$ cat src/rtl/zle_xc4_dec.sv
// ---------------------------------------------------------------------------
// zle_xc4_dec -- zero run-length decoder
//
// Sits directly after the ZLE encoder. It takes encoder tokens and rebuilds
// the original DW-bit sample stream. Each token is one of two kinds:
//   {1, cnt}   a run of cnt zero samples (cnt = 1 .. 2**CW-1)
//   {0, value} one literal sample
// A sticky error flag records malformed tokens. A malformed token is either
// a zero-length run, which is dropped, or a literal of value 0, which is
// still emitted.
//
// Ports
//   clock  in       rising-edge clock
//   reset  in       asynchronous, active-high; clears all state
//   i_d    in  TW   token, where bit TW-1 is the run flag
//   i_v    in       token valid
//   i_b    out      back-pressure to the encoder (1 = not accepting)
//   o_d    out DW   decoded sample (0 whenever o_v = 0)
//   o_v    out      sample valid
//   o_b    in       back-pressure from the consumer (1 = stall)
//   err    out      sticky malformed-token flag, cleared only by reset
// ---------------------------------------------------------------------------
module zle_xc4_dec #(
    parameter int  DW = 3,
    parameter int  CW = 4,
    localparam int TW = ((DW > CW) ? DW : CW) + 1
) (
    input  logic          clock,
    input  logic          reset,
    input  logic [TW-1:0] i_d,
    input  logic          i_v,
    output logic          i_b,
    output logic [DW-1:0] o_d,
    output logic          o_v,
    input  logic          o_b,
    output logic          err
);

    typedef enum logic [1:0] {
        S_IDLE = 2'd0,
        S_LIT  = 2'd1,
        S_RUN  = 2'd2
    } state_t;

    localparam logic [CW-1:0] CNT_ZERO = {CW{1'b0}};
    localparam logic [CW-1:0] CNT_ONE  = {{(CW-1){1'b0}}, 1'b1};
    localparam logic [DW-1:0] LIT_ZERO = {DW{1'b0}};

    state_t        state_q, state_d;
    logic [CW-1:0] cnt_q,   cnt_d;
    logic [DW-1:0] lit_q,   lit_d;
    logic          err_q,   err_d;

    logic          accept_s;
    logic          tok_run_s;
    logic [CW-1:0] tok_cnt_s;
    logic [DW-1:0] tok_lit_s;

    assign accept_s  = i_v & ~i_b;
    assign tok_run_s = i_d[TW-1];
    assign tok_cnt_s = i_d[CW-1:0];
    assign tok_lit_s = i_d[DW-1:0];
    assign err       = err_q;

    // State register: FSM state, run counter, literal holding register, error flag.
    always_ff @(posedge clock or posedge reset) begin
        if (reset) begin
            state_q <= S_IDLE;
            cnt_q   <= CNT_ZERO;
            lit_q   <= LIT_ZERO;
            err_q   <= 1'b0;
        end else begin
            state_q <= state_d;
            cnt_q   <= cnt_d;
            lit_q   <= lit_d;
            err_q   <= err_d;
        end
    end

    // Next-state logic: token decode in idle, sample hand-off in LIT and RUN.
    always_comb begin
        state_d = state_q;
        cnt_d   = cnt_q;
        lit_d   = lit_q;
        err_d   = err_q;
        case (state_q)
            S_LIT: begin
                if (!o_b) begin
                    state_d = S_IDLE;
                end else begin
                    state_d = S_LIT;
                end
            end
            S_RUN: begin
                // Exiting on cnt == 1 means the counter never decrements through zero.
                if (!o_b) begin
                    if (cnt_q == CNT_ONE) begin
                        cnt_d   = CNT_ZERO;
                        state_d = S_IDLE;
                    end else begin
                        cnt_d = cnt_q - CNT_ONE;
                    end
                end else begin
                    cnt_d = cnt_q;
                end
            end
            default: begin
                // Idle, and also the recovery path for the unused encoding.
                // i_b is low here, so a token presented now must be consumed.
                state_d = S_IDLE;
                if (accept_s) begin
                    if (tok_run_s) begin
                        if (tok_cnt_s == CNT_ZERO) begin
                            err_d = 1'b1;
                        end else begin
                            cnt_d   = tok_cnt_s;
                            state_d = S_RUN;
                        end
                    end else begin
                        lit_d   = tok_lit_s;
                        state_d = S_LIT;
                        if (tok_lit_s == LIT_ZERO) begin
                            err_d = 1'b1;
                        end else begin
                            err_d = err_q;
                        end
                    end
                end else begin
                    state_d = S_IDLE;
                end
            end
        endcase
    end

    // Output decode from registered state. reset forces i_b high while it is asserted.
    always_comb begin
        o_v = 1'b0;
        o_d = LIT_ZERO;
        i_b = 1'b1;
        case (state_q)
            S_LIT: begin
                o_v = 1'b1;
                o_d = lit_q;
                i_b = 1'b1;
            end
            S_RUN: begin
                o_v = 1'b1;
                o_d = LIT_ZERO;
                i_b = 1'b1;
            end
            default: begin
                o_v = 1'b0;
                o_d = LIT_ZERO;
                i_b = reset;
            end
        endcase
    end

endmodule

$ cat config.mk
export PLATFORM = sky130hd
export DESIGN_NAME = zle_xc4_dec
export DESIGN_NICKNAME = d
export VERILOG_FILES = /design/src/rtl/zle_xc4_dec.sv
export SDC_FILE = /design/constraint.sdc
export NUM_CORES = 1
export LEC_CHECK = 0
export ABC_AREA = 1
export CORE_MARGIN = 10
export CORE_UTILIZATION = 42
export CTS_CLUSTER_DIAMETER = 30
export DETAILED_ROUTE_END_ITERATION = 10
export HOLD_SLACK_MARGIN = 0.05
export PLACE_DENSITY = 0.8
export SLEW_MARGIN = 20
export SYNTH_ARGS = -nofsm -noshare
export SYNTH_HDL_FRONTEND = slang
export SYNTH_SLANG_ARGS = --single-unit
$ cat constraint.sdc
create_clock -name clock -period 1.6 [get_ports clock]
set_clock_uncertainty 0.2 [all_clocks]
set_input_delay 0.4 -clock clock [delete_from_list [all_inputs] [get_ports clock]]
set_output_delay 0.4 -clock clock [all_outputs]
set_load 0.02 [all_outputs]
==> results.toml <==
[final_layout]
final_net_count = 139
final_cell_count_without_fillers = 140
regArea_um2 = 250
multi_input_area_um2 = 443
finish.instance_area_um2 = 1070
antenna_cells_inserted = 0
post_route_cells_drive_above_1_share_pct = 42.7
post-route-util_pct = 71.7
filler_cell_count = 107
synthToLayoutAreaGrowth_pct = 65.0

[cts]
tritoncts.num_buffers = 3
clock_latency_reported_for_the_late_side_of_the_worst_skew_pair_ps = 270
cts_max_path_buffers = 2
cts_tree = "done"
ctsHtreeMaxLevel = 1
cts.clk_slew.worst_paths_ps = 60
cts-root-buf = "sky130_fd_sc_hd__clkbuf_4"
cts_num_sinks = 10

[floorplanning]
design.core.area_um2 = 1490
number_of_top_level_pins = 15
die_height_um = 59.2
die_x_um = 59.2
initial_utilization_pct = 43.4
std_cell_rows = 14
die_area_um2 = 3510

[yosys]
synth_edf_count = 0
async_reset_ff_share_pct = 100
synth_top_cells_by_area = "sky130_fd_sc_hd__dfrtp_1 39%, sky130_fd_sc_hd__nand2_1 23%, sky130_fd_sc_hd__inv_1 8.7%, sky130_fd_sc_hd__ha_1 7.7%, sky130_fd_sc_hd__o21ai_0 3.9%"
mean_cell_area_of_the_mapped_netlist_um2 = 6.96
yosys.cell_types.count = 16
synth_nets = 106
synth_seq_area_share_pct = 38.7
synth_largest_area_cell = "sky130_fd_sc_hd__dfrtp_1"
netlist_area_um2 = 647
synthDominantCellAreaShare_pct = 38.7
syn_inst = 93
number_of_warnings_issued_by_yosys = 0
synth.cells.most_frequent = "39 x sky130_fd_sc_hd__nand2_1, 15 x sky130_fd_sc_hd__inv_1, 10 x sky130_fd_sc_hd__dfrtp_1"
synth.most_common_cell = "sky130_fd_sc_hd__nand2_1"
synth_top_flop_cell = "sky130_fd_sc_hd__dfrtp_1"
postSynthRegisterBits = 10

[detailed_routing]
drtPass1Iterations = 4
via_count = 717
drc = 0
route.detailed.wl_per_inst_um = 15.0
finalWirelength_um = 2100
antenna_violating_nets_post_route = 0
route.detailed.vias_per_inst = 5.12
detailedRoute.firstIterationViolations = 13

[sta]
period_needed_ps = 1830
max_slew.worst_pin.slew_ps = 279
post_route_clock_period_utilization_pct = 114
hold-worst-slack_ps = 275
slew_headroom_pct = 81.4
worst_slack_ps = -227
timing.final.max_slew_violations = 0
setup_viol = 15
rsz_0062_raised_after_global_routing = "true"
setup_tns_ps = -2370
max_clock_freq_mhz = 547
finalHoldViolCount = 0

[worst_setup_path]
critical_path_peak_fanout = 2
critPathMaxStageDelay_ps = 420
timing.critical_path.arrival_ps = 1230
setup.worst_path.start_class = "flop"
worst_setup_path_end_kind = "output pin"
timing.critical_path.required_ps = 1000
cpMaxStageDelayCell = "sky130_fd_sc_hd__dfrtp_1"
timing_worst_setup_path_type = "reg -> out"
path_cells = "inv_2 > ha_4 > nand2_4 > buf_6"

[global_routing]
pin_count_of_the_biggest_net_entering_global_routing = 11
grt_pass1_wl_um = 3170
initial_antenna_violation_count = 0
global_route.overflow_total = 0
grt_usage_pct = 11.7
first_global_vias = 743

[power]
total_power_mw = 1.40
worst_ir_drop_vdd_mv = 0.935
powerDensity_nw_per_um2 = 1310
static-leakage-power_nw = 0.552

[place]
placed_cells = 132
gp_routability_congestion = 0.794
buffer_ports.inserted = 14
dp_worst_setup_slack_ps = -634
placed_area_um2 = 875
dp_hpwl_um = 1280

[hold_path]
hold_path_class = "in -> async"

[run_status]
violated_checks = "setup timing"
run_status = "finished, violations left"

[run]
drv.max_cap_violation_count = 0
[cell type report]
class	instances	share of cell area [%]
Tap cell	16	1.88
Multi-Input combinational cell	67	41.5
Timing Repair Buffer	28	25.0
Sequential cell	10	23.4
Clock buffer	3	2.11
Inverter	16	6.10
[sequential cells by signal, summed over array words and instances, names as in the netlist]
register	count
err	1
cnt_q	4
state_q	2
lit_q	3
[per-layer routing]
layer,track usage [%],routed length (um),vias to the layer above
met2,22.0,1150,24
li1,-,-,353
met4,5.90,78,0
met1,11.6,764,329
met3,2.58,108,11
met5,0,0,-
[power breakdown]
group | switching (mW) | total [mW] | internal [mW]
Combinational | 0.409 | 0.781 | 0.372
Sequential | 0.101 | 0.451 | 0.350
Clock | 0.0846 | 0.172 | 0.0869
Total | 0.595 | 1.40 | 0.809
[placed cells by master (no fill, tap or decap), drive strengths merged]
master and count:
a21oi 2, a31o 1, buf 19, clkbuf 3
clkdlybuf4s15 1, clkdlybuf4s50 8, dfrtp 10, ha 4
inv 16, nand2 42, nand3 5, nor2 6
nor3 1, o21ai 5, xnor2 1
[path summary, 6_finish.rpt]
path | startpoint | end | slack (ps) | depth (start not counted)
min | reset | state_q[0]$_DFFE_PP0P_ | 270 | 3
max | state_q[0]$_DFFE_PP0P_ | i_b | -230 | 4
min reg2reg | err$_DFFE_PP0P_ | err$_DFFE_PP0P_ | 280 | 1
max reg2reg | state_q[0]$_DFFE_PP0P_ | state_q[0]$_DFFE_PP0P_ | -200 | 10
min in group clock | err$_DFFE_PP0P_ | err$_DFFE_PP0P_ | 280 | 1
max in group asynchronous | reset | lit_q[1]$_DFFE_PP0P_ | 780 | 3
[cells by family (layout without fill, tap and decap cells)]
kind of cell | after synthesis | in the layout | share of synthesized area (%)
buffers and inverters | 16 | 47 | 9.28
AOI/OAI and AO/OA | 8 | 8 | 7.35
xor gates and xnor gates | 1 | 1 | 1.35
adders and majority gates | 4 | 4 | 7.74
DFF | 10 | 10 | 38.7
and+or+nand+nor | 54 | 54 | 35.6
[critical path: cells and delay by family (launching register included)]
kind                       cells  cell delay (ps)
adders and majority gates      1              280
buffers and inverters          2              200
DFF                            1              420
and+or+nand+nor                1               50
[timing repair]
action	4_1_cts	5_1_grt
gates resized for setup	46	24
setup endpoints to repair	12	16
hold buffers	0	0
setup buffers	3	2
pin swaps	7	8
Power figures use the tool's default switching activity.
==> edit (same settings) <==
Encoding of `state_t`: now one-hot (3 bits for 3 states).
--- a/src/rtl/zle_xc4_dec.sv
+++ b/src/rtl/zle_xc4_dec.sv
@@ -37,8 +37,8 @@
 );
 
-    typedef enum logic [1:0] {
-        S_IDLE = 2'd0,
-        S_LIT  = 2'd1,
-        S_RUN  = 2'd2
+    typedef enum logic [2:0] {
+        S_IDLE = 3'b001,
+        S_LIT  = 3'b010,
+        S_RUN  = 3'b100
     } state_t;
 
Behaviour: no difference found for any inputs over 10 cycles, from zero or initial values and one cycle with reset high; not proved beyond that.
==> edit against the original RTL <==
  * The run still ends with negative setup slack left
  * Sequential cell count grew 1
  * Via count shrank 1.4%
  * Global-route usage shrank 1.4 points
  * Final cell count grew 5.0%
  * Worst setup slack lost 44 ps
  * Final area grew 2.2%
  * Area after synthesis grew 7.0%
  * Synthesized cell count shrank 1.1%
  * Wire length shrank 14%
  * Core utilization shrank 0.088 points
  * Critical path type unchanged
Power is not compared: it rests on default switching activity, and its combinational part moved more than twofold at a synthesized area within 25%.
==> edit: results (changes against the original RTL) <==
| Metric | Value |
|---|---|
| Number of global-route vias before repair | 681 (was 743) |
| DR iter-0 viols | 11 (was 13) |
| Worst-Margin Slew | 243 ps (was 279 ps) |
| Initial antenna violation count | 0 (unchanged) |
| Gpl congestion | 0.869 (was 0.794) |
| Slowest cell delay on critical path | 540 ps (was 420 ps) |
| Largest net degree at the start of global routing | 10 (was 11) |
| Regs by FF count | cnt_q (4), lit_q (3), state_q (3) (was cnt_q (4), lit_q (3), state_q (2)) |
| Slowest-stage cell, CP | dfstp_2 (was dfrtp_1) |
| Fin worst setup slack | -272 ps (was -227 ps) |
| N_diodes | 0 (unchanged) |
| Most instantiated cells after synthesis | nand2_1, inv_1, dfrtp_1 (unchanged) |
| Reg2Reg Depth | 8 (was 10) |
| First-pass GRT wire length | 2930 um (was 3170 um) |
| Layout cells sized above 1 | 38.9% (was 42.7%) |
| Register area share after synthesis | 40.0% (was 38.7%) |
| Status | complete, but fails checks (unchanged) |
| Final cell count without fillers | 147 (was 140) |
| Reg-to-reg slack, setup | 30 ps (was -200 ps) |
| Crit path max fanout | 3 (was 2) |
| Post-Syn Area per Cell | 7.52 um2 (was 6.96 um2) |
| Worst min-delay path class | in -> async (unchanged) |
| CP Data Arrival Time | 1270 ps (was 1230 ps) |
| First-pass DRT Iterations | 5 (was 4) |
| HPWL Detailed | 1470 um (was 1280 um) |
| Nets | 143 (was 139) |
| Vias/cell | 4.81 (was 5.12) |
| Failing checks | negative setup slack (unchanged) |
| Worst r2r src | state_q[0] (unchanged) |
| Synth top area cells | dfrtp_1, nand2_1, inv_1 (unchanged) |
| Final setup viols | 5 (was 15) |
| Syn Nets | 103 (was 106) |
| Final TNS setup | -1160 ps (was -2370 ps) |
| Port Buffers | 14 (unchanged) |
## edit: worst max path at each step
| stage | startpoint | slack [ps] | to |
|---|---|---|---|
| floorplan | state_q[0] | -2 | i_b |
| global placement | reset | -670 | i_b |
| CTS | state_q[0] | -280 | i_b |
| detailed placement | reset | -690 | i_b |
| finish | state_q[0] | -270 | i_b |
| global route | state_q[0] | -320 | i_b |
## edit: critical path: cells and delay by family, from the launching register on
kind	cells	cell delay (ps)
AND/OR/NAND/NOR	4	310
buffers and inverters	2	160
flip-flops	1	540
## edit: area by class of cell
| class | instances | area (um2) |
|---|---|---|
| inverters | 15 | 58.8 |
| multi-input cells | 66 | 404 |
| repair buffers | 35 | 305 |
| fillers | 117 | 433 |
| clock buffers | 4 | 26.3 |
| well taps | 16 | 20.0 |
| flip-flops and latches | 11 | 277 |
## edit: power breakdown
group | switching, mW | total, mW | leakage (nW) | internal (mW)
sequential | 0.0481 | 0.395 | 0.136 | 0.347
combinational | 0.203 | 0.378 | 0.429 | 0.175
clock | 0.0915 | 0.188 | 0.0150 | 0.0965
## edit: per-stage QoR
step,power [mW],cell area (um2),util [%],setup WS (ps),hold slack [ps]
after global placement,0.734,1000,65.6,-675,261
after global routing,1.04,1090,71.6,-316,225
after detailed placement,0.751,1000,65.6,-687,266
after floorplan,0.604,692,-,-2.07,51.7
after CTS,0.946,1060,69.3,-280,282
final,0.961,1090,71.6,-272,209
## edit: metal layers
layer / track usage [%] / vias up / wire (um)
met5: 0 / - / 0
met4: 1.88 / 0 / 0
met3: 4.80 / 0 / 127
met2: 17.9 / 17 / 965
met1: 11.4 / 320 / 701
li1: - / 370 / -
## edit: cells by family after synthesis
logic type	after synthesis	share of synthesized area [%]
simple gates	54	39.8
buf+inv	15	8.14
flops	11	40.0
compound gates	9	7.23
fa+ha+maj	2	3.62
xor+xnor	1	1.27
## edit: what timing repair did
item                                    CTS  global route
buffers inserted                          3             2
resized for setup                        31            15
hold endpoints to repair                  0             0
pin swaps                                 7             4
endpoints found under the setup margin   10            16
